===== src/rtl/dsp_execute_if.sv =====
// Decoded-instruction handshake from decode into the execute stage.
// Fields are sampled only in the cycle where instr_valid and instr_ready are both high.
// Decode holds the fields while instr_ready is low.
interface dsp_execute_if #(
    parameter int AW = 16
);
    logic          instr_valid;
    logic          instr_ready;
    logic [7:0]    alu_mode;
    logic          r_w;
    logic [2:0]    mem_mode;
    logic [2:0]    flow_mode;
    logic [15:0]   reg_s1;
    logic [15:0]   reg_s2;
    logic [15:0]   reg_dst;
    logic [AW-1:0] address;

    modport master (
        output instr_valid, alu_mode, r_w, mem_mode, flow_mode,
               reg_s1, reg_s2, reg_dst, address,
        input  instr_ready
    );

    modport slave (
        input  instr_valid, alu_mode, r_w, mem_mode, flow_mode,
               reg_s1, reg_s2, reg_dst, address,
        output instr_ready
    );
endinterface


===== src/rtl/dsp_execute.sv =====
// Execute/memory/writeback stage: ALU, bank I/II access, regfile writeback, jumps, retire count.
// Latency: ALU/store/jump finish 1 cycle after accept, loads 2; ready again the cycle after.
// Backpressure: instr_ready low while busy or halted. DSP_EXEC_SAT_EN saturates ADD/SUB/MAC.
module dsp_execute #(
    parameter int DW = 16,
    parameter int AW = 16,
    parameter int RA = 4
) (
    input  logic          clk,
    input  logic          rst,
    dsp_execute_if.slave  ins,
    output logic [RA-1:0] rf_read_addr_1,
    output logic [RA-1:0] rf_read_addr_2,
    output logic [RA-1:0] rf_read_addr_3,
    input  logic [DW-1:0] rf_read_data_1,
    input  logic [DW-1:0] rf_read_data_2,
    input  logic [DW-1:0] rf_read_data_3,
    output logic [RA-1:0] rf_write_addr,
    output logic [DW-1:0] rf_write_data,
    output logic          rf_write_en,
    output logic [AW-1:0] read_addr_1,
    input  logic [DW-1:0] read_data_1,
    output logic [AW-1:0] read_addr_2,
    output logic [AW-1:0] write_addr_2,
    input  logic [DW-1:0] read_data_2,
    output logic [DW-1:0] write_data_2,
    output logic          write_en_2,
    output logic [AW-1:0] jump_addr,
    output logic          jump_flag,
    output logic          halted,
    output logic [31:0]   retired
);

    typedef enum logic [1:0] {S_IDLE, S_EXEC, S_MEM_WAIT, S_HALT} state_t;

    localparam logic [2:0] MEM_BANK1 = 3'd1;
    localparam logic [2:0] MEM_BANK2 = 3'd2;
    localparam logic [2:0] FL_JMP    = 3'd1;
    localparam logic [2:0] FL_BZ     = 3'd2;
    localparam logic [2:0] FL_BNZ    = 3'd3;
    localparam logic [2:0] FL_BNEG   = 3'd4;
    localparam logic [2:0] FL_HALT   = 3'd5;

    state_t        state_q, state_d;
    logic [7:0]    alu_q, alu_d;
    logic          rw_q, rw_d;
    logic [2:0]    mem_q, mem_d;
    logic [2:0]    flow_q, flow_d;
    logic [RA-1:0] s1_q, s1_d, s2_q, s2_d, dst_q, dst_d;
    logic [AW-1:0] addr_q, addr_d;
    logic [AW-1:0] jaddr_q, jaddr_d;
    logic          halted_q, halted_d;
    logic [31:0]   retired_q, retired_d;

    logic          is_bank1, is_bank2, is_load, is_store, alu_wr, taken;
    logic [DW-1:0] prod_lo, add_res, sub_res, mac_res, alu_res;
    logic [3:0]    shamt;
    logic          unused_idx_hi;

    // Register indices are 16 bits on the bus but only the low RA bits address the file.
    assign unused_idx_hi = ^{ins.reg_s1[15:RA], ins.reg_s2[15:RA], ins.reg_dst[15:RA]};

    assign rf_read_addr_1 = s1_q;
    assign rf_read_addr_2 = s2_q;
    assign rf_read_addr_3 = dst_q;
    assign read_addr_1    = addr_q;
    assign read_addr_2    = addr_q;
    assign halted         = halted_q;
    assign retired        = retired_q;

    assign is_bank1 = (mem_q == MEM_BANK1);
    assign is_bank2 = (mem_q == MEM_BANK2);
    assign is_load  = (is_bank1 || is_bank2) && !rw_q;
    assign is_store = is_bank2 && rw_q;
    assign alu_wr   = (alu_q >= 8'd1) && (alu_q <= 8'd9);
    assign shamt    = rf_read_data_2[3:0];
    // Low half of a product is identical for signed and unsigned operands.
    assign prod_lo  = rf_read_data_1 * rf_read_data_2;

`ifdef DSP_EXEC_SAT_EN
    function automatic logic [DW-1:0] sat(input logic [DW:0] w);
        if (w[DW] != w[DW-1])
            return w[DW] ? {1'b1, {(DW-1){1'b0}}} : {1'b0, {(DW-1){1'b1}}};
        return w[DW-1:0];
    endfunction

    assign add_res = sat({rf_read_data_1[DW-1], rf_read_data_1} + {rf_read_data_2[DW-1], rf_read_data_2});
    assign sub_res = sat({rf_read_data_1[DW-1], rf_read_data_1} - {rf_read_data_2[DW-1], rf_read_data_2});
    assign mac_res = sat({rf_read_data_3[DW-1], rf_read_data_3} + {prod_lo[DW-1], prod_lo});
`else
    assign add_res = rf_read_data_1 + rf_read_data_2;
    assign sub_res = rf_read_data_1 - rf_read_data_2;
    assign mac_res = rf_read_data_3 + prod_lo;
`endif

    always_comb begin
        alu_res = '0;
        case (alu_q)
            8'd1:    alu_res = add_res;
            8'd2:    alu_res = sub_res;
            8'd3:    alu_res = rf_read_data_1 & rf_read_data_2;
            8'd4:    alu_res = rf_read_data_1 | rf_read_data_2;
            8'd5:    alu_res = rf_read_data_1 ^ rf_read_data_2;
            8'd6:    alu_res = rf_read_data_1 << shamt;
            8'd7:    alu_res = DW'($signed(rf_read_data_1) >>> shamt);
            8'd8:    alu_res = prod_lo;
            8'd9:    alu_res = mac_res;
            default: alu_res = '0;
        endcase
    end

    always_comb begin
        taken = 1'b0;
        case (flow_q)
            FL_JMP:  taken = 1'b1;
            FL_BZ:   taken = (rf_read_data_1 == '0);
            FL_BNZ:  taken = (rf_read_data_1 != '0);
            FL_BNEG: taken = rf_read_data_1[DW-1];
            default: taken = 1'b0;
        endcase
    end

    always_comb begin
        state_d         = state_q;
        alu_d           = alu_q;
        rw_d            = rw_q;
        mem_d           = mem_q;
        flow_d          = flow_q;
        s1_d            = s1_q;
        s2_d            = s2_q;
        dst_d           = dst_q;
        addr_d          = addr_q;
        jaddr_d         = jaddr_q;
        halted_d        = halted_q;
        retired_d       = retired_q;
        ins.instr_ready = 1'b0;
        rf_write_en     = 1'b0;
        rf_write_addr   = '0;
        rf_write_data   = '0;
        write_en_2      = 1'b0;
        write_addr_2    = '0;
        write_data_2    = '0;
        jump_flag       = 1'b0;
        jump_addr       = jaddr_q;

        case (state_q)
            S_IDLE: begin
                ins.instr_ready = 1'b1;
                if (ins.instr_valid) begin
                    alu_d   = ins.alu_mode;
                    rw_d    = ins.r_w;
                    mem_d   = ins.mem_mode;
                    flow_d  = ins.flow_mode;
                    s1_d    = ins.reg_s1[RA-1:0];
                    s2_d    = ins.reg_s2[RA-1:0];
                    dst_d   = ins.reg_dst[RA-1:0];
                    addr_d  = ins.address;
                    state_d = S_EXEC;
                end
            end
            S_EXEC: begin
                // Any bank access (including a dropped bank I store) suppresses ALU writeback.
                if (!is_bank1 && !is_bank2 && alu_wr) begin
                    rf_write_en   = 1'b1;
                    rf_write_addr = dst_q;
                    rf_write_data = alu_res;
                end
                if (is_store) begin
                    write_en_2   = 1'b1;
                    write_addr_2 = addr_q;
                    write_data_2 = rf_read_data_1;
                end
                if (taken) begin
                    jump_flag = 1'b1;
                    jump_addr = addr_q;
                    jaddr_d   = addr_q;
                end
                if (is_load) begin
                    state_d = S_MEM_WAIT;
                end else begin
                    retired_d = retired_q + 32'd1;
                    if (flow_q == FL_HALT) begin
                        state_d  = S_HALT;
                        halted_d = 1'b1;
                    end else begin
                        state_d = S_IDLE;
                    end
                end
            end
            S_MEM_WAIT: begin
                rf_write_en   = 1'b1;
                rf_write_addr = dst_q;
                rf_write_data = is_bank1 ? read_data_1 : read_data_2;
                retired_d     = retired_q + 32'd1;
                if (flow_q == FL_HALT) begin
                    state_d  = S_HALT;
                    halted_d = 1'b1;
                end else begin
                    state_d = S_IDLE;
                end
            end
            default: begin
            end
        endcase
    end

    always_ff @(posedge clk or negedge rst) begin
        if (!rst) begin
            state_q   <= S_IDLE;
            alu_q     <= '0;
            rw_q      <= 1'b0;
            mem_q     <= '0;
            flow_q    <= '0;
            s1_q      <= '0;
            s2_q      <= '0;
            dst_q     <= '0;
            addr_q    <= '0;
            jaddr_q   <= '0;
            halted_q  <= 1'b0;
            retired_q <= '0;
        end else begin
            state_q   <= state_d;
            alu_q     <= alu_d;
            rw_q      <= rw_d;
            mem_q     <= mem_d;
            flow_q    <= flow_d;
            s1_q      <= s1_d;
            s2_q      <= s2_d;
            dst_q     <= dst_d;
            addr_q    <= addr_d;
            jaddr_q   <= jaddr_d;
            halted_q  <= halted_d;
            retired_q <= retired_d;
        end
    end

endmodule

===== src/flat_wrapper.sv =====
// flat-port wrapper written by rule: the top's interface ports become plain ports
module dsp_execute_flat 
#(
    parameter int DW = 16,
    parameter int AW = 16,
    parameter int RA = 4
)
  (clk, rst, rf_read_addr_1, rf_read_addr_2, rf_read_addr_3, rf_read_data_1, rf_read_data_2, rf_read_data_3, rf_write_addr, rf_write_data, rf_write_en, read_addr_1, read_data_1, read_addr_2, write_addr_2, read_data_2, write_data_2, write_en_2, jump_addr, jump_flag, halted, retired, ins_instr_valid, ins_alu_mode, ins_r_w, ins_mem_mode, ins_flow_mode, ins_reg_s1, ins_reg_s2, ins_reg_dst, ins_address, ins_instr_ready);
  dsp_execute_if #(.AW(AW)) ins_i ();
  input  logic clk;
  input  logic rst;
  output logic [RA-1:0] rf_read_addr_1;
  output logic [RA-1:0] rf_read_addr_2;
  output logic [RA-1:0] rf_read_addr_3;
  input  logic [DW-1:0] rf_read_data_1;
  input  logic [DW-1:0] rf_read_data_2;
  input  logic [DW-1:0] rf_read_data_3;
  output logic [RA-1:0] rf_write_addr;
  output logic [DW-1:0] rf_write_data;
  output logic rf_write_en;
  output logic [AW-1:0] read_addr_1;
  input  logic [DW-1:0] read_data_1;
  output logic [AW-1:0] read_addr_2;
  output logic [AW-1:0] write_addr_2;
  input  logic [DW-1:0] read_data_2;
  output logic [DW-1:0] write_data_2;
  output logic write_en_2;
  output logic [AW-1:0] jump_addr;
  output logic jump_flag;
  output logic halted;
  output logic [31:0] retired;
  input wire logic [$bits(ins_i.instr_valid)-1:0] ins_instr_valid;
  input wire logic [$bits(ins_i.alu_mode)-1:0] ins_alu_mode;
  input wire logic [$bits(ins_i.r_w)-1:0] ins_r_w;
  input wire logic [$bits(ins_i.mem_mode)-1:0] ins_mem_mode;
  input wire logic [$bits(ins_i.flow_mode)-1:0] ins_flow_mode;
  input wire logic [$bits(ins_i.reg_s1)-1:0] ins_reg_s1;
  input wire logic [$bits(ins_i.reg_s2)-1:0] ins_reg_s2;
  input wire logic [$bits(ins_i.reg_dst)-1:0] ins_reg_dst;
  input wire logic [$bits(ins_i.address)-1:0] ins_address;
  output wire logic [$bits(ins_i.instr_ready)-1:0] ins_instr_ready;
  assign ins_i.instr_valid = ins_instr_valid;
  assign ins_i.alu_mode = ins_alu_mode;
  assign ins_i.r_w = ins_r_w;
  assign ins_i.mem_mode = ins_mem_mode;
  assign ins_i.flow_mode = ins_flow_mode;
  assign ins_i.reg_s1 = ins_reg_s1;
  assign ins_i.reg_s2 = ins_reg_s2;
  assign ins_i.reg_dst = ins_reg_dst;
  assign ins_i.address = ins_address;
  assign ins_instr_ready = ins_i.instr_ready;
  dsp_execute #(.DW(DW), .AW(AW), .RA(RA)) u_core (.clk(clk), .rst(rst), .ins(ins_i), .rf_read_addr_1(rf_read_addr_1), .rf_read_addr_2(rf_read_addr_2), .rf_read_addr_3(rf_read_addr_3), .rf_read_data_1(rf_read_data_1), .rf_read_data_2(rf_read_data_2), .rf_read_data_3(rf_read_data_3), .rf_write_addr(rf_write_addr), .rf_write_data(rf_write_data), .rf_write_en(rf_write_en), .read_addr_1(read_addr_1), .read_data_1(read_data_1), .read_addr_2(read_addr_2), .write_addr_2(write_addr_2), .read_data_2(read_data_2), .write_data_2(write_data_2), .write_en_2(write_en_2), .jump_addr(jump_addr), .jump_flag(jump_flag), .halted(halted), .retired(retired));
endmodule

===== config.mk =====
export PLATFORM = sky130hd
export DESIGN_NAME = dsp_execute_flat
export DESIGN_NICKNAME = d
export VERILOG_FILES = /design/src/rtl/dsp_execute_if.sv /design/src/rtl/dsp_execute.sv /design/src/flat_wrapper.sv
export SDC_FILE = /design/constraint.sdc
export NUM_CORES = 1
export LEC_CHECK = 0
export ABC_CLOCK_PERIOD_IN_PS = 15100
export CAP_MARGIN = 10
export CORE_MARGIN = 2
export CORE_UTILIZATION = 52
export CTS_BUF_LIST = sky130_fd_sc_hd__clkbuf_2
export DETAILED_ROUTE_END_ITERATION = 12
export PLACE_DENSITY_LB_ADDON = 0.05
export RECOVER_POWER = 100
export SETUP_SLACK_MARGIN = 0.5
export SLEW_MARGIN = 40
export SYNTH_ARGS = -nofsm -noshare
export SYNTH_HDL_FRONTEND = slang
export SYNTH_SLANG_ARGS = --single-unit

===== constraint.sdc =====
create_clock -name clk -period 15.1 [get_ports clk]
set_input_delay 3.02 -clock clk [delete_from_list [all_inputs] [get_ports clk]]
set_output_delay 3.02 -clock clk [all_outputs]
set_load 0.01 [all_outputs]

==> out/qor.csv <==
stage,metric,value,unit
clocking,CTS sink cnt,94,
critical_path,"most used cell, CP",fa_1,
sta,setup tns final,0,ns
floorplan,Die W,159,um
synthesis,asr flop ratio synth,1.00,
power,switch share,0.540,
route,DR pass1 iterations,7,
final_layout,nets,2097,
critical_path,FF-to-FF setup slack,11.93,ns
final_layout,area of the multi-input gates,9230,um^2
critical_path,CP Capture Type,output port,
placement,gpl congestion,1.02,
sta,Slew @ Worst Pin,3.17,ns
floorplan,Core ar.,23600,um^2
power,clock network power share,0.039,
critical_path,data required time of the worst path,12.08,ns
final_layout,register area,2350,um^2
clocking,clock buffer depth,2,
global_routing,Overall Global Routing Usage,0.335,
clocking,latest clock arrival within the worst-skew pair,0.57,ns
global_routing,vias in the first global route,12200,
power,P_sw,0.00170,W
sta,Max Slew Vio Count,143,
final_layout,fill count,2089,
critical_path,CP startpoint kind,input pin,
final_layout,fin area,15700,um^2
power,Leak,7.19,nW
critical_path,largest fanout on the critical path,10,
global_routing,first-pass GRT wire length,67100,um
route,initial DRC count,929,
critical_path,CP peak stage delay,0.77,ns
sta,Setup Skew,0.0521,ns
clocking,CTS tree,yes,
route,DRC violations left,0,
synthesis,share of the synthesized area in the top cell type,0.187,
sta,final hold vios,0,
critical_path,worst setup path class,input pin to output port,
synthesis,sequential share of the synthesized area,0.187,
power,cell internal pwr,0.00144,W
final_layout,area grow syn2layout,24.8,%
synthesis,top post-synthesis cells by area,"dfrtp_1 (19%), fa_1 (13%), ha_1 (12%)",
placement,Post-DP Area,15600,um^2
synthesis,Cells after Synth,1504,
synthesis,ys flop type,dfrtp_1,
floorplan,IO Pins,311,
global_routing,initial antenna violation count,3,
route,drt total wl,42700,um
power,VDD IR-drop max,0.000314,V
flow_run,max-cap viol count,3,
power,Pwr Density,200,nW/um^2
synthesis,yosys warns,0,
route,Avg WL per Cell,20.7,um
synthesis,post-synthesis cell area,12600,um^2
sta,min Tclk post-route,14.43,ns
floorplan,die area,25400,um^2
final_layout,share of layout cells above drive strength 1,0.0752,
sta,max frequency,0.0693,GHz
run_status,violated checks,"capacitance limit, slew limit",
sta,RSZ-0062 raised after global routing,no,
global_routing,largest net degree at the start of global routing,61,
floorplan,initial core utilization,0.532,
clocking,Hold Buf Count CTS,0,
synthesis,Post-synth EDFFs,0,
floorplan,die span in y,159,um
synthesis,"FF+latch count, synth",94,
clocking,CTS Root Cell,clkbuf_2,
clocking,clock slew seen by the registers of the worst setup and hold paths,0.31,ns
floorplan,cell row count,56,
route,Vias,12000,
synthesis,Yosys cell types,72,
synthesis,Post-Synthesis Net Count,1865,
route,vias per cell,5.83,
power,Seq pwr share,0.140,
synthesis,Syn Area/Cell,8.36,um^2
global_routing,gr ovfl total,0,
synthesis,largest area contributor in the synthesized netlist,dfrtp_1,
critical_path,CP Data Arrival Time,11.41,ns
power,Logic pwr share,0.821,
final_layout,"leading cell types in the layout, fill and taps excluded","nor2_1 (189), nand2_1 (158), inv_1 (152)",
sta,setup violators final,0,
clocking,total CTS buffers,9,
sta,Tcrit/Tclk final,0.956,
hold_path,HP Class,flip-flop to flip-flop,
critical_path,"Slowest-stage cell, CP",clkdlybuf4s50_1,
clocking,H-tree depth,3,
run_status,status,"complete, but fails checks",
placement,port bufs,274,
placement,DP Wirelength,34200,um
sta,Rel. slew slack,-1.11,
route,number of nets with antenna violations after routing,0,
final_layout,"commonest non-fill, non-tap cell in the layout",nor2_1,
-- kinds of logic after synthesis --
kind of cell / count (synthesis) / share of synthesized area
and+or+nand+nor: 512 / 0.183
buffers and inverters: 252 / 0.0813
adders and majority gates: 199 / 0.247
DFF: 94 / 0.187
xor gates and xnor gates: 106 / 0.0762
AOI/OAI and AO/OA: 230 / 0.119
muxes: 111 / 0.107
-- final cells by class --
type,count,share of cell area
Clock inverter,7,0.00478
Tap cell,319,0.0254
Timing Repair Buffer,307,0.189
Multi-Input combinational cell,1158,0.588
Clock buffer,9,0.00287
Inverter,166,0.0400
Antenna cell,1,0.000159
Sequential cell,94,0.150
-- sequential cells by signal, indices dropped and copies added, names as in the netlist, 2 cells and up --
register,flops
u_core.retired,32
u_core.jaddr_q,16
u_core.read_addr_1,16
u_core.alu_q,8
u_core.rf_read_addr_1,4
u_core.rf_read_addr_2,4
u_core.rf_read_addr_3,4
u_core.flow_q,3
u_core.mem_q,3
u_core.state_q,2
-- metal layers --
layer,wire (um),track usage,part of all wire,vias up
met2,19900,0.549,0.47,654
met1,16400,0.412,0.38,5705
met5,25,0,0.00058,-
met3,3890,0.0761,0.091,139
li1,-,-,-,5513
met4,2490,0.177,0.058,4
-- power groups by stage --
stage	sequential [W]	combinational (W)	clock, W
final	0.000439	0.00258	0.000122
after global placement	0.000440	0.00253	0
after CTS	0.000440	0.00260	0.000128
after floorplan	0.000427	0.00169	0
after global routing	0.000455	0.00281	0.000137
after detailed placement	0.000444	0.00258	0
-- repair_timing --
action | 4_1_cts | 5_1_grt
endpoints found under the setup margin | 0 | 2
gates resized for setup | 0 | 3
setup buffers | 0 | 2
-- critical path: cells and delay by family --
kind / cells / cell delay, ns
compound gates: 7 / 1.66
xor+xnor: 1 / 0.57
fa+ha+maj: 8 / 3.31
buf+inv: 5 / 2.07
mux: 1 / 0.09
simple gates: 3 / 0.68
-- final timing paths --
| path | from | end | cells past startpoint |
|---|---|---|---|
| worst min register to register | u_core.retired[31] | u_core.retired[31] | 1 |
| min in group asynchronous | rst | u_core.retired[19] | 1 |
| worst min-delay path | u_core.retired[31] | u_core.retired[31] | 1 |
| worst max register to register | u_core.state_q[0] | u_core.retired[28] | 11 |
| max in group asynchronous | rst | u_core.read_addr_1[4] | 2 |
| worst max-delay path | rf_read_data_2[2] | rf_write_data[15] | 25 |
-- synth_stat cells (all sizes together) (7+ instances only) --
cell / n
nor2: 189
nand2: 160
inv: 158
ha: 117
dfrtp: 94
fa: 82
xnor2: 76
a21oi: 60
o21ai: 58
clkbuf: 52
mux2: 49
mux2i: 48
nor3: 39
buf: 34
nand3: 31
xor2: 29
and2: 22
nor2b: 18
mux4: 14
o21a: 11
a211oi: 10
nand2b: 10
a21o: 9
a221oi: 9
a31oi: 9
nand4: 9
nor4: 9
clkinv: 8
o22ai: 8
o31ai: 7
-- metrics by stage --
stage | hold WS [ns] | setup slack [ns] | std cells | util | total power (W)
2_1_floorplan | 0.493 | 2.42 | 1504 | - | 0.00212
3_3_place_gp | 0.455 | 0.949 | 2042 | 0.658 | 0.00297
3_5_place_dp | 0.458 | 0.746 | 2042 | 0.659 | 0.00302
4_1_cts | 0.498 | 0.748 | 2058 | 0.664 | 0.00317
5_1_grt | 0.521 | 0.336 | 2061 | 0.665 | 0.00340
6_report | 0.487 | 0.670 | 2061 | 0.665 | 0.00314
Power figures use the tool's default switching activity.
